$ cat src/rtl/game_pkg.sv
// +-----------------------------------------------------------------------+
// | game_pkg: shared state/screen codes and default game constants        |
// | Rev 1.0                                                               |
// +-----------------------------------------------------------------------+
`default_nettype none

package game_pkg;

  typedef enum logic [2:0] {
    ST_TITLE     = 3'd0,
    ST_COUNTDOWN = 3'd1,
    ST_PLAYING   = 3'd2,
    ST_PAUSED    = 3'd3,
    ST_LIFE_LOST = 3'd4,
    ST_WIN       = 3'd5,
    ST_GAME_OVER = 3'd6
  } game_state_t;

  // Screen codes consumed by the top-level RGB mux.
  localparam logic [2:0] C_SCR_TITLE     = 3'd0;
  localparam logic [2:0] C_SCR_COUNTDOWN = 3'd1;
  localparam logic [2:0] C_SCR_PLAYING   = 3'd2;
  localparam logic [2:0] C_SCR_PAUSED    = 3'd3;
  localparam logic [2:0] C_SCR_LIFE_LOST = 3'd4;
  localparam logic [2:0] C_SCR_WIN       = 3'd5;
  localparam logic [2:0] C_SCR_GAME_OVER = 3'd6;

  localparam int C_LIVES_INIT       = 3;
  localparam int C_MAX_LEVEL        = 4;
  localparam int C_COUNTDOWN_FRAMES = 180;
  localparam int C_LIFE_LOST_FRAMES = 120;
  localparam int C_FRAME_END_Y      = 481;

  function automatic logic [2:0] screen_code(input game_state_t s);
    logic [2:0] code;
    code = C_SCR_TITLE;
    case (s)
      ST_TITLE:     code = C_SCR_TITLE;
      ST_COUNTDOWN: code = C_SCR_COUNTDOWN;
      ST_PLAYING:   code = C_SCR_PLAYING;
      ST_PAUSED:    code = C_SCR_PAUSED;
      ST_LIFE_LOST: code = C_SCR_LIFE_LOST;
      ST_WIN:       code = C_SCR_WIN;
      ST_GAME_OVER: code = C_SCR_GAME_OVER;
      default:      code = C_SCR_TITLE;
    endcase
    return code;
  endfunction

endpackage

`default_nettype wire

$ cat src/rtl/game_flow_ctrl_if.sv
// +-----------------------------------------------------------------------+
// | game_flow_ctrl_if: timing/event inputs and sequencer outputs          |
// | Rev 1.0                                                               |
// +-----------------------------------------------------------------------+
`default_nettype none

interface game_flow_ctrl_if;
  logic       p_tick;
  logic [9:0] x;
  logic [9:0] y;
  logic       game_start;
  logic       pause;
  logic       player_hit;
  logic       wave_cleared;
  logic [2:0] screen_sel;
  logic       game_run;
  logic       game_reset;
  logic [1:0] lives;
  logic [2:0] level;
  logic [7:0] countdown;
  logic       frame_tick;

  modport master (
    output p_tick, x, y, game_start, pause, player_hit, wave_cleared,
    input  screen_sel, game_run, game_reset, lives, level, countdown, frame_tick
  );

  modport slave (
    input  p_tick, x, y, game_start, pause, player_hit, wave_cleared,
    output screen_sel, game_run, game_reset, lives, level, countdown, frame_tick
  );
endinterface

`default_nettype wire

$ cat src/rtl/frame_event_latch.sv
// +-----------------------------------------------------------------------+
// | frame_event_latch: sticky hit/clear flags, cleared every frame strobe |
// | Rev 1.0                                                               |
// +-----------------------------------------------------------------------+
`default_nettype none

module frame_event_latch (
  input  wire  clk,
  input  wire  rst,
  input  wire  i_frame_tick,
  input  wire  i_armed,
  input  wire  i_player_hit,
  input  wire  i_wave_cleared,
  output logic o_hit,
  output logic o_clr
);

  logic r_hit_f;
  logic r_clr_f;
  logic w_hit_pulse;
  logic w_clr_pulse;

  // Pulses only count while the game is actively running.
  assign w_hit_pulse = i_armed & i_player_hit;
  assign w_clr_pulse = i_armed & i_wave_cleared;

  always_ff @(posedge clk) begin
    if (rst) begin
      r_hit_f <= 1'b0;
      r_clr_f <= 1'b0;
    end else if (i_frame_tick) begin
      r_hit_f <= 1'b0;
      r_clr_f <= 1'b0;
    end else begin
      if (w_hit_pulse) r_hit_f <= 1'b1;
      if (w_clr_pulse) r_clr_f <= 1'b1;
    end
  end

  // A pulse landing on the strobe cycle itself still belongs to this frame.
  assign o_hit = r_hit_f | w_hit_pulse;
  assign o_clr = r_clr_f | w_clr_pulse;

endmodule

`default_nettype wire

$ cat src/rtl/game_flow_ctrl.sv
// +-----------------------------------------------------------------------+
// | game_flow_ctrl: frame-synchronous game state machine, lives/level     |
// | Rev 1.0                                                               |
// +-----------------------------------------------------------------------+
`default_nettype none

module game_flow_ctrl
  import game_pkg::*;
#(
  parameter int LIVES_INIT       = C_LIVES_INIT,
  parameter int MAX_LEVEL        = C_MAX_LEVEL,
  parameter int COUNTDOWN_FRAMES = C_COUNTDOWN_FRAMES,
  parameter int LIFE_LOST_FRAMES = C_LIFE_LOST_FRAMES,
  parameter int FRAME_END_Y      = C_FRAME_END_Y
) (
  input wire               clk_100MHz,
  input wire               reset,
  game_flow_ctrl_if.slave  bus
);

  localparam logic [1:0] C_LIVES_LOAD = 2'(LIVES_INIT);
  localparam logic [2:0] C_LEVEL_MAX  = 3'(MAX_LEVEL);
  localparam logic [7:0] C_CD_LOAD    = 8'(COUNTDOWN_FRAMES);
  localparam logic [7:0] C_LL_LOAD    = 8'(LIFE_LOST_FRAMES);
  localparam logic [9:0] C_Y_END      = 10'(FRAME_END_Y);

  game_state_t r_state;
  logic [1:0]  r_lives;
  logic [2:0]  r_level;
  logic [7:0]  r_cnt;
  logic        r_game_reset;

  logic w_frame_tick;
  logic w_armed;
  logic w_hit;
  logic w_clr;

  assign w_frame_tick = bus.p_tick & (bus.x == 10'd0) & (bus.y == C_Y_END);
  assign w_armed      = (r_state == ST_PLAYING);

  frame_event_latch u_event_latch (
    .clk            (clk_100MHz),
    .rst            (reset),
    .i_frame_tick   (w_frame_tick),
    .i_armed        (w_armed),
    .i_player_hit   (bus.player_hit),
    .i_wave_cleared (bus.wave_cleared),
    .o_hit          (w_hit),
    .o_clr          (w_clr)
  );

  always_ff @(posedge clk_100MHz) begin
    if (reset) begin
      r_state      <= ST_TITLE;
      r_lives      <= 2'd0;
      r_level      <= 3'd0;
      r_cnt        <= 8'd0;
      r_game_reset <= 1'b0;
    end else begin
      r_game_reset <= 1'b0;
      if (w_frame_tick) begin
        if (!bus.game_start && (r_state != ST_TITLE)) begin
          r_state <= ST_TITLE;
          r_lives <= 2'd0;
          r_level <= 3'd0;
          r_cnt   <= 8'd0;
        end else begin
          case (r_state)
            ST_TITLE: begin
              if (bus.game_start) begin
                r_state      <= ST_COUNTDOWN;
                r_lives      <= C_LIVES_LOAD;
                r_level      <= 3'd1;
                r_cnt        <= C_CD_LOAD;
                r_game_reset <= 1'b1;
              end
            end
            ST_COUNTDOWN: begin
              if (!bus.pause && (r_cnt != 8'd0)) begin
                r_cnt <= r_cnt - 8'd1;
                if (r_cnt == 8'd1) r_state <= ST_PLAYING;
              end
            end
            ST_PLAYING: begin
              // A hit outranks a clear landing in the same frame.
              if (w_hit) begin
                if (r_lives <= 2'd1) begin
                  r_state <= ST_GAME_OVER;
                  r_lives <= 2'd0;
                end else begin
                  r_state <= ST_LIFE_LOST;
                  r_lives <= r_lives - 2'd1;
                  r_cnt   <= C_LL_LOAD;
                end
              end else if (w_clr) begin
                if (r_level >= C_LEVEL_MAX) begin
                  r_state <= ST_WIN;
                end else begin
                  r_state      <= ST_COUNTDOWN;
                  r_level      <= r_level + 3'd1;
                  r_cnt        <= C_CD_LOAD;
                  r_game_reset <= 1'b1;
                end
              end else if (bus.pause) begin
                r_state <= ST_PAUSED;
              end
            end
            ST_PAUSED: begin
              if (!bus.pause) r_state <= ST_PLAYING;
            end
            ST_LIFE_LOST: begin
              // The wave resumes where it was, so no game_reset here.
              if (r_cnt == 8'd1) begin
                r_state <= ST_COUNTDOWN;
                r_cnt   <= C_CD_LOAD;
              end else if (r_cnt != 8'd0) begin
                r_cnt <= r_cnt - 8'd1;
              end
            end
            default: begin
            end
          endcase
        end
      end
    end
  end

  assign bus.screen_sel = screen_code(r_state);
  assign bus.game_run   = (r_state == ST_PLAYING);
  assign bus.game_reset = r_game_reset;
  assign bus.lives      = r_lives;
  assign bus.level      = r_level;
  assign bus.countdown  = r_cnt;
  assign bus.frame_tick = w_frame_tick;

endmodule

`default_nettype wire

$ cat src/flat_wrapper.sv
// flat-port wrapper written by rule: the top's interface ports become plain ports
module game_flow_ctrl_flat import game_pkg::*;
#(
  parameter int LIVES_INIT       = C_LIVES_INIT,
  parameter int MAX_LEVEL        = C_MAX_LEVEL,
  parameter int COUNTDOWN_FRAMES = C_COUNTDOWN_FRAMES,
  parameter int LIFE_LOST_FRAMES = C_LIFE_LOST_FRAMES,
  parameter int FRAME_END_Y      = C_FRAME_END_Y
)
  (clk_100MHz, reset, bus_p_tick, bus_x, bus_y, bus_game_start, bus_pause, bus_player_hit, bus_wave_cleared, bus_screen_sel, bus_game_run, bus_game_reset, bus_lives, bus_level, bus_countdown, bus_frame_tick);
  game_flow_ctrl_if bus_i ();
  input wire clk_100MHz;
  input wire reset;
  input wire logic [$bits(bus_i.p_tick)-1:0] bus_p_tick;
  input wire logic [$bits(bus_i.x)-1:0] bus_x;
  input wire logic [$bits(bus_i.y)-1:0] bus_y;
  input wire logic [$bits(bus_i.game_start)-1:0] bus_game_start;
  input wire logic [$bits(bus_i.pause)-1:0] bus_pause;
  input wire logic [$bits(bus_i.player_hit)-1:0] bus_player_hit;
  input wire logic [$bits(bus_i.wave_cleared)-1:0] bus_wave_cleared;
  output wire logic [$bits(bus_i.screen_sel)-1:0] bus_screen_sel;
  output wire logic [$bits(bus_i.game_run)-1:0] bus_game_run;
  output wire logic [$bits(bus_i.game_reset)-1:0] bus_game_reset;
  output wire logic [$bits(bus_i.lives)-1:0] bus_lives;
  output wire logic [$bits(bus_i.level)-1:0] bus_level;
  output wire logic [$bits(bus_i.countdown)-1:0] bus_countdown;
  output wire logic [$bits(bus_i.frame_tick)-1:0] bus_frame_tick;
  assign bus_i.p_tick = bus_p_tick;
  assign bus_i.x = bus_x;
  assign bus_i.y = bus_y;
  assign bus_i.game_start = bus_game_start;
  assign bus_i.pause = bus_pause;
  assign bus_i.player_hit = bus_player_hit;
  assign bus_i.wave_cleared = bus_wave_cleared;
  assign bus_screen_sel = bus_i.screen_sel;
  assign bus_game_run = bus_i.game_run;
  assign bus_game_reset = bus_i.game_reset;
  assign bus_lives = bus_i.lives;
  assign bus_level = bus_i.level;
  assign bus_countdown = bus_i.countdown;
  assign bus_frame_tick = bus_i.frame_tick;
  game_flow_ctrl #(.LIVES_INIT(LIVES_INIT), .MAX_LEVEL(MAX_LEVEL), .COUNTDOWN_FRAMES(COUNTDOWN_FRAMES), .LIFE_LOST_FRAMES(LIFE_LOST_FRAMES), .FRAME_END_Y(FRAME_END_Y)) u_core (.clk_100MHz(clk_100MHz), .reset(reset), .bus(bus_i));
endmodule
$ cat config.mk
export PLATFORM = sky130hd
export DESIGN_NAME = game_flow_ctrl_flat
export DESIGN_NICKNAME = d
export VERILOG_FILES = /design/src/rtl/game_pkg.sv /design/src/rtl/game_flow_ctrl_if.sv /design/src/rtl/frame_event_latch.sv /design/src/rtl/game_flow_ctrl.sv /design/src/flat_wrapper.sv
export SDC_FILE = /design/constraint.sdc
export NUM_CORES = 1
export LEC_CHECK = 0
export ABC_CLOCK_PERIOD_IN_PS = 6800
export BUFFER_PORTS_ARGS = -buffer_cell sky130_fd_sc_hd__buf_4
export CAP_MARGIN = 20
export CORE_ASPECT_RATIO = 2
export CORE_MARGIN = 1
export CORE_UTILIZATION = 30
export DETAILED_ROUTE_END_ITERATION = 16
export SLEW_MARGIN = 10
export SYNTH_ARGS = -nofsm -noshare
export SYNTH_HDL_FRONTEND = slang
export SYNTH_HIERARCHICAL = 1
export SYNTH_SLANG_ARGS = --single-unit
export TNS_END_PERCENT = 30
$ cat constraint.sdc
create_clock -name clk_100MHz -period 6.8 [get_ports clk_100MHz]
set_input_delay 0.34 -clock clk_100MHz [delete_from_list [all_inputs] [get_ports clk_100MHz]]
set_output_delay 0.34 -clock clk_100MHz [all_outputs]
set_load 0.05 [all_outputs]
* Word level (Yosys, flattened, before mapping)
Index checks and enable logic that the tools add are counted.
Storage, ports and cells: word-level logic and storage cells 96, output and inout port bits 19, register bits 19, bits of input ports 27
Cells by class: add/subtract/negate cells 3, eq/ne operators 22, reductions and logical operators 17, magnitude comparators 2, bitwise logic cells 7, multiplexer cells 38
Operators with widths (number):
- 2-to-1 mux 8 bit | 9
- 2-to-1 mux 3 bit | 14
- case mux 8 bit (4 select lines) | 1
- case mux 3 bit (6 select lines) | 1
- AND reduction 8 bit | 2
- != test 3 x 1 -> 1 bit, second input constant | 5
- case mux 3 bit (5 select lines) | 1
- != test 3 x 2 -> 1 bit, second input constant | 4
- equality test 10 x 9 -> 1 bit, second input constant | 1
- logical NOT 10 bit | 1
- 2-to-1 mux 2 bit | 5
- equality test 3 bit, second input constant | 3
- equality test 8 x 1 -> 1 bit, second input constant | 1
- != test 4 x 1 -> 1 bit, second input constant | 2
- != test 4 x 3 -> 1 bit, second input constant | 2
- nonzero test 8 bit | 1
- subtractor 8 x 1 -> 8 bit, second input constant | 1
- equality test 3 x 2 -> 1 bit, second input constant | 2
- case mux 3 bit (2 select lines) | 1
- AND reduction 6 bit | 1
- nonzero test 3 bit | 2
- nonzero test 6 bit | 1
- != test 5 x 2 -> 1 bit, second input constant | 1
- nonzero test 5 bit | 1
- 17 further kinds | 26

* Logic depth before layout (Yosys ltp)
Gate-level depths: netlist (run 1).
word-level depth 7, mapped depth 12, mapped depth without buffers 7

* Cells and area by module
The synthesis (run 1) kept the hierarchy.
By module, submodules not included:
- game_flow_ctrl | times used 1, cells an instance 181, area an instance 1465.2 um^2, sequential area each 340.3 um^2
- frame_event_latch | times used 1, cells an instance 6, area an instance 80.1 um^2, sequential area each 40.0 um^2

* Least setup slack after synthesis (run 1)
OpenSTA, ideal clock, no wires.
kind reg2reg, start point register u_core.r_state[0], end point register u_core.r_cnt[3] (netlist: u_core/bus.countdown[3]), period minus slack after synthesis 4.140 ns, cell stages (with the launch flop) 13, path slack 2.660 ns, buffers on the path 5, arrival time 4.018 ns, data required time 6.679 ns, path through dfxtp_1 > clkbuf_1 > clkbuf_1 > buf_2 > nor3b_1 > a21o_1 > or3b_1 > a221oi_1 > o21a_1 > buf_2 > and2_4 > buf_12 > mux2_4
RTL lines:
- start, declared | line game_flow_ctrl.sv:27 | game_state_t r_state;
- start signal, assigned | line game_flow_ctrl.sv:54 | r_state <= ST_TITLE;
- start signal, assigned | line game_flow_ctrl.sv:63 | r_state <= ST_TITLE;
- start signal, assigned | line game_flow_ctrl.sv:71 | r_state <= ST_COUNTDOWN;
- equality test 3 x 2 -> 1 bit
- named net bus_game_run | line flat_wrapper.sv:22 | output wire logic [$bits(bus_i.game_run)-1:0] bus_game_run;
- bitwise AND 1 bit | line frame_event_latch.sv:25 | assign w_clr_pulse = i_armed & i_wave_cleared;
- bitwise OR 1 bit | line frame_event_latch.sv:42 | assign o_clr = r_clr_f | w_clr_pulse;
- named net u_core.w_clr | line game_flow_ctrl.sv:36 | logic w_clr;
- != test 4 x 1 -> 1 bit (no line)
- AND reduction 8 bit (no line)
- end signal, assigned | line game_flow_ctrl.sv:80 | r_cnt <= r_cnt - 8'd1;
- end signal, assigned | line game_flow_ctrl.sv:117 | r_cnt <= r_cnt - 8'd1;
- end, declared | line game_flow_ctrl.sv:30 | logic [7:0] r_cnt;
The timed path passes the listed nets, and every way through them passes these cells. A chain may end at the register's enable or synchronous reset.

* Final worst setup path (run 1)
start point register u_core.r_state[1], end point register u_core.r_cnt[3] (netlist: u_core/bus.countdown[3])
RTL lines:
- equality test 3 x 2 -> 1 bit | line game_flow_ctrl.sv:39 | assign w_armed = (r_state == ST_PLAYING);
- bitwise AND 1 bit | line frame_event_latch.sv:25
- bitwise OR 1 bit | line frame_event_latch.sv:42
- named net u_core.w_clr | line game_flow_ctrl.sv:36
- != test 4 x 1 -> 1 bit (no line)
- AND reduction 8 bit (no line)
The timed path passes the listed nets, and every way through them passes these cells.

==> results of run 1 <==
==> cells in the mapped netlist, drive strengths merged, types with 4 or more instances <==
cell type	count
buf	6
ha	5
nor3	7
and2	4
nand4	4
inv	8
a21o	4
nand2b	4
a21boi	4
or3	4
nand2	10
nor2	9
clkbuf	7
a21oi	19
a211oi	6
dfxtp	19
nand3	6
or4	4
o21ai	7
==> logic make-up (layout without fill, tap and decap cells) <==
group	Yosys count	in the layout	share of synthesized area
multiplexers	4	4	0.0324
buffers and inverters	21	57	0.0688
flip-flops	19	19	0.246
AND/OR/NAND/NOR	71	71	0.292
AO/OA/AOI/OAI	63	63	0.297
adder cells (fa/ha/maj)	5	5	0.0405
XOR/XNOR	4	4	0.0227
==> registers in the layout, indices dropped and copies added, names as in the netlist <==
name / flops
u_core/bus.countdown: 8
u_core/bus.game_reset: 1
u_core/bus.level: 3
u_core/bus.lives: 2
u_core/r_state: 3
u_core/u_event_latch/r_clr_f: 1
u_core/u_event_latch/r_hit_f: 1
==> worst paths after layout <==
| kind | start | end | slack (ns) | cells after the start |
|---|---|---|---|---|
| worst max-delay path | u_core/r_state[1]$_SDFFE_PP0P_ | u_core/bus.countdown[3]$_SDFFE_PP0P_ | 3.37 | 7 |
| worst min-delay path | reset | u_core/bus.countdown[4]$_SDFFE_PP0P_ | 0.42 | 2 |
| worst min register to register | u_core/bus.lives[0]$_SDFFE_PP0P_ | u_core/bus.lives[0]$_SDFFE_PP0P_ | 0.49 | 2 |
| worst max register to register | u_core/r_state[1]$_SDFFE_PP0P_ | u_core/bus.countdown[3]$_SDFFE_PP0P_ | 3.37 | 7 |
==> layer usage <==
layer / track usage / vias to the layer above / routed length, um
met4: 0.0951 / 0 / 161
li1: - / 773 / -
met3: 0.0161 / 14 / 124
met2: 0.320 / 38 / 2470
met5: 0 / - / 0
met1: 0.173 / 753 / 1590
==> area by class of cell <==
class	count	share of cell area
sequential	19	0.198
clock buffer	4	0.0234
multi-input combinational	147	0.550
tap	57	0.0371
timing repair buffer	45	0.176
inverter	8	0.0156
==> cell usage in the layout, fill, tap and decap left out, types with 3 or more instances in the layout <==
master	instances
or4_1	3
a211oi_1	3
nand4_1	4
ha_1	5
nor2_1	9
or3_1	4
nor2b_1	3
a21oi_1	19
a211oi_2	3
a21o_1	3
a31oi_1	3
nand2_1	10
dfxtp_1	19
inv_1	8
nor3_1	6
o211a_1	3
buf_4	45
o21ai_0	7
nand2b_1	4
clkbuf_8	3
a21boi_0	4
nand3_1	6
==> power by group through the flow <==
stage | sequential (W) | combinational [W] | clock (W)
2_1_floorplan | 0.000114 | 0.00000564 | 0
3_3_place_gp | 0.000114 | 0.0000188 | 0
3_5_place_dp | 0.000114 | 0.0000190 | 0
4_1_cts | 0.000111 | 0.0000190 | 0.0000842
5_1_grt | 0.000111 | 0.0000204 | 0.0000878
6_report | 0.000111 | 0.0000188 | 0.0000831
==> through the flow <==
stage          total power [W]  hold slack (ns)
5_1_grt               0.000219            0.439
3_5_place_dp          0.000133            0.482
2_1_floorplan         0.000119            0.411
6_report              0.000213            0.417
3_3_place_gp          0.000133            0.484
4_1_cts               0.000214            0.423
==> impl_metrics.env, run 1 <==
export IMPL_antenna_found_initial=0
export IMPL_grt_overflow=0
export IMPL_hpwlAfterDp_um=3400
export IMPL_intPower_w=0.000164
export IMPL_pin_count=46
export IMPL_path_cells="nor3b_1 -> a21o_1 -> or3b_1 -> a221oi_1 -> o21a_1 -> and2_4 -> mux2_4"
export IMPL_clock_latency_ns=0.26
export IMPL_ys_warn_count=6
export IMPL_grt_pass1_vias=1520
export IMPL_clock_path_buffers=2
export IMPL_cp_top_family="simple AND/OR/NAND/NOR gates"
export IMPL_worst_slew_pin_transition_ns=0.784
export IMPL_ys_seq_elements=19
export IMPL_seq_area_sq_um=380
export IMPL_yosysSeqAreaShare=0.246
export IMPL_critical_path_max_stage_delay_ns=0.76
export IMPL_switching_share=0.230
export IMPL_max_cap_viol_count=0
export IMPL_antenna_diode_count=0
export IMPL_cp_required_ns=6.96
export IMPL_fmax_mhz=292
export IMPL_cts_hold_buffers=0
export IMPL_slew_viol_final=0
export IMPL_place_area_sq_um=1880
export IMPL_fin_crit_ns=3.43
export IMPL_syn_inst=187
export IMPL_antenna_left=0
export IMPL_crit_arrival_ns=3.58
export IMPL_synth_edf_count=0
export IMPL_final_util=0.392
export IMPL_initial_core_util=0.315
export IMPL_peakVddDrop_uv=82.9
export IMPL_leakage_nw=0.827
export IMPL_synth_flop_cell="dfxtp_1"
export IMPL_powerDensity_nw_per_um2=111
export IMPL_async_flop_share=0
export IMPL_yosys_top_cells_area="dfxtp_1, a21oi_1, ha_1"
export IMPL_num_vias=1578
export IMPL_grt_max_degree=27
export IMPL_synthesis_area_sq_um=1550
export IMPL_pwr_share_clk=0.390
export IMPL_multiInputGateArea_sq_um=1060
export IMPL_end_kind="flop"
export IMPL_relSlewSlack=0.476
export IMPL_clock_sinks=19
export IMPL_synth_top_area_share=0.246
export IMPL_setup_slack_ns=3.37
export IMPL_syn2layout_area_growth_pct=24.5
export IMPL_hp_class="input pin to flop"
export IMPL_synth_distinct_cells=59
export IMPL_outcome="completed"
export IMPL_setup_viol=0
export IMPL_gp_congestion=0.842
export IMPL_rsz0062_at_grt="no"
export IMPL_row_count=36
export IMPL_clk_pin_slew_worst_paths_ns=0.08
export IMPL_routed_via_density=5.64
export IMPL_final_hold_viol_count=0
export IMPL_design_area_sq_um=1920
export IMPL_drt_initial_drc_count=34
export IMPL_layout_drive_gt1_share=0.287
export IMPL_finClkSkew_ns=0.00526
export IMPL_core_sq_um=4910
export IMPL_crit_path_start_kind="flop"
export IMPL_p_seq_frac=0.522
export IMPL_firstDrtPassIters=4
export IMPL_place_port_buffers=45
export IMPL_cts_tree="yes"
export IMPL_synthesis_nets=219
export IMPL_final_period_utilization=0.504
export IMPL_cts_buffers=3
export IMPL_setup_tns_ns=0
export IMPL_wl_per_cell_um=15.5
export IMPL_num_nets_final=256
export IMPL_place_worst_setup_slack_ns=3.39
export IMPL_cts_root_buf="clkbuf_8"
export IMPL_p_sw_w=0.0000489
export IMPL_dp_cells=276
export IMPL_yosysTopAreaCell="dfxtp_1"
export IMPL_wl_um=4350
export IMPL_gr_usage_all_layers=0.170
export IMPL_crit_fanout=23
export IMPL_combPwrFrac=0.088
export IMPL_avgSynthCellArea_sq_um=8.26
export IMPL_dieArea_sq_um=5460
export IMPL_crit_buf_inv=0
export IMPL_path_class="flop to flop"
export IMPL_layout_cells_non_filler=280
export IMPL_dieWidth_um=52.8
export IMPL_drc=0
export IMPL_cts_resized=0
export IMPL_htree_num_levels=1
export IMPL_n_fill_cell=522
export IMPL_post_cts_buffers=0
export IMPL_cpMaxStageDelayCell="dfxtp_1"
export IMPL_grt_first_pass_wirelength_um=6920
export IMPL_fp_dieH_um=103
Power figures use the tool's default switching activity.
==> run 2, diff against run 1 <==
Settings changed: ABC_CLOCK_PERIOD_IN_PS 6800 to 3600.
Clock period 6.8 ns to 3.6 ns, I/O delays scaled along.
==> run 2 against run 1 <==
  * Wire length up 2.4%
  * Flip-flop and latch count unchanged
  * Hold slack worse by 0.16 ns
  * Non-clock buffer count up 3
  * Utilization up 0.56 points
  * Sequential share of layout area down 0.28 points
  * Die area unchanged
  * First-iteration DRC count up 65%
  * Highest routed layer unchanged
==> impl_metrics.env, run 2 (same netlist as run 1, synthesis figures left out) <==
export IMPL_outcome="completed"
export IMPL_core_sq_um=4910
export IMPL_setup_viol=0
export IMPL_setup_slack_ns=0.903
export IMPL_grt_first_pass_wirelength_um=7200
export IMPL_worst_slew_pin_transition_ns=0.484
export IMPL_post_cts_buffers=0
export IMPL_rsz0062_at_grt="no"
export IMPL_slew_viol_final=0
export IMPL_power_total_w=0.000398
export IMPL_intPower_w=0.000310
export IMPL_relSlewSlack=0.676
export IMPL_place_port_buffers=45
export IMPL_gp_congestion=0.889
export IMPL_syn2layout_area_growth_pct=26.2
export IMPL_grt_overflow=0
export IMPL_row_count=36
export IMPL_num_nets_final=259
export IMPL_drt_initial_drc_count=56
export IMPL_antenna_diode_count=0
export IMPL_dieArea_sq_um=5460
export IMPL_wl_um=4450
export IMPL_final_cell_mix="buf_4, a21oi_1, dfxtp_1"
export IMPL_crit_arrival_ns=2.85
export IMPL_powerDensity_nw_per_um2=204
export IMPL_final_period_utilization=0.749
export IMPL_wl_per_cell_um=15.7
export IMPL_gr_usage_all_layers=0.178
export IMPL_clk_pin_slew_worst_paths_ns=0.07
export IMPL_layout_commonest_cell="buf_4"
export IMPL_cts_tree="yes"
export IMPL_clock_path_buffers=2
export IMPL_max_cap_viol_count=0
export IMPL_p_seq_frac=0.528
export IMPL_layout_drive_gt1_share=0.301
export IMPL_end_kind="flop"
export IMPL_fin_crit_ns=2.70
export IMPL_cts_resized=0
export IMPL_initial_core_util=0.315
export IMPL_fmax_mhz=371
export IMPL_dieWidth_um=52.8
export IMPL_leakage_nw=0.849
export IMPL_antenna_left=0
export IMPL_hp_class="input pin to flop"
export IMPL_crit_path_start_kind="flop"
export IMPL_firstDrtPassIters=4
export IMPL_grt_max_degree=26
export IMPL_crit_fanout=9
export IMPL_final_hold_viol_count=0
export IMPL_largest_reg_flops=8
export IMPL_pwr_share_clk=0.381
export IMPL_htree_num_levels=1
export IMPL_dp_cells=279
export IMPL_finClkSkew_ns=0.00231
export IMPL_cts_root_buf="clkbuf_8"
export IMPL_setup_tns_ns=0
export IMPL_peakVddDrop_uv=151
export IMPL_grt_pass1_vias=1516
export IMPL_design_area_sq_um=1950
export IMPL_place_area_sq_um=1910
export IMPL_clock_sinks=19
export IMPL_drc=0
export IMPL_antenna_found_initial=0
export IMPL_pin_count=46
export IMPL_routed_via_density=5.57
export IMPL_combPwrFrac=0.091
export IMPL_cts_buffers=3
export IMPL_num_vias=1576
export IMPL_p_sw_w=0.0000876
export IMPL_cp_required_ns=3.75
export IMPL_place_worst_setup_slack_ns=0.881
export IMPL_path_class="flop to flop"
export IMPL_switching_share=0.220
export IMPL_fp_dieH_um=103
export IMPL_clock_latency_ns=0.26
export IMPL_hpwlAfterDp_um=3450
export IMPL_layout_cells_non_filler=283
export IMPL_cts_hold_buffers=0
run 2: metal layers:
metal  GRT usage  vias up  part of all wire
met5           0        -                 0
met3      0.0146       12             0.038
met4      0.0870        0             0.032
met1       0.184      741              0.37
li1            -      775                 -
met2       0.340       48              0.57
run 2: final cells by class:
type	count	area, sq um
well taps	57	71.3
clock buffers	4	45.0
multi-input cells	147	1060
flip-flops and latches	19	380
inverters	8	30.0
repair buffers	48	360
fillers	530	2960
run 2: path summary, 6_finish.rpt:
kind / from / to / slack [ns] / cells past startpoint
max: u_core/r_state[2]$_SDFFE_PP0P_ / u_core/bus.countdown[3]$_SDFFE_PP0P_ / 0.90 / 7
min: reset / u_core/bus.countdown[5]$_SDFFE_PP0P_ / 0.26 / 2
max reg2reg: u_core/r_state[2]$_SDFFE_PP0P_ / u_core/bus.countdown[3]$_SDFFE_PP0P_ / 0.90 / 7
min reg2reg: u_core/bus.lives[0]$_SDFFE_PP0P_ / u_core/bus.lives[0]$_SDFFE_PP0P_ / 0.49 / 2
run 2: power by group through the flow:
| stage | sequential [W] | clock (W) | combinational [W] |
|---|---|---|---|
| finish | 0.000210 | 0.000151 | 0.0000362 |
| global route | 0.000210 | 0.000166 | 0.0000388 |
| CTS | 0.000210 | 0.000157 | 0.0000362 |
| detailed placement | 0.000215 | 0 | 0.0000362 |
| global placement | 0.000215 | 0 | 0.0000359 |
| floorplan | 0.000215 | 0 | 0.0000106 |
run 2: worst max-delay path, stage by stage (launching register included):
cell      delay (ns)
dfxtp_1         0.32
nor3b_2         0.44
a21o_1          0.24
or3b_1          0.40
a221oi_1        0.27
o21a_1          0.34
and2_4          0.27
mux2_4          0.30
run 2: metrics by stage:
stage,hold slack (ns),util
after global placement,0.483,0.388
after detailed placement,0.483,0.388
after floorplan,0.251,-
after CTS,0.258,0.397
final,0.257,0.397
after global routing,0.283,0.397
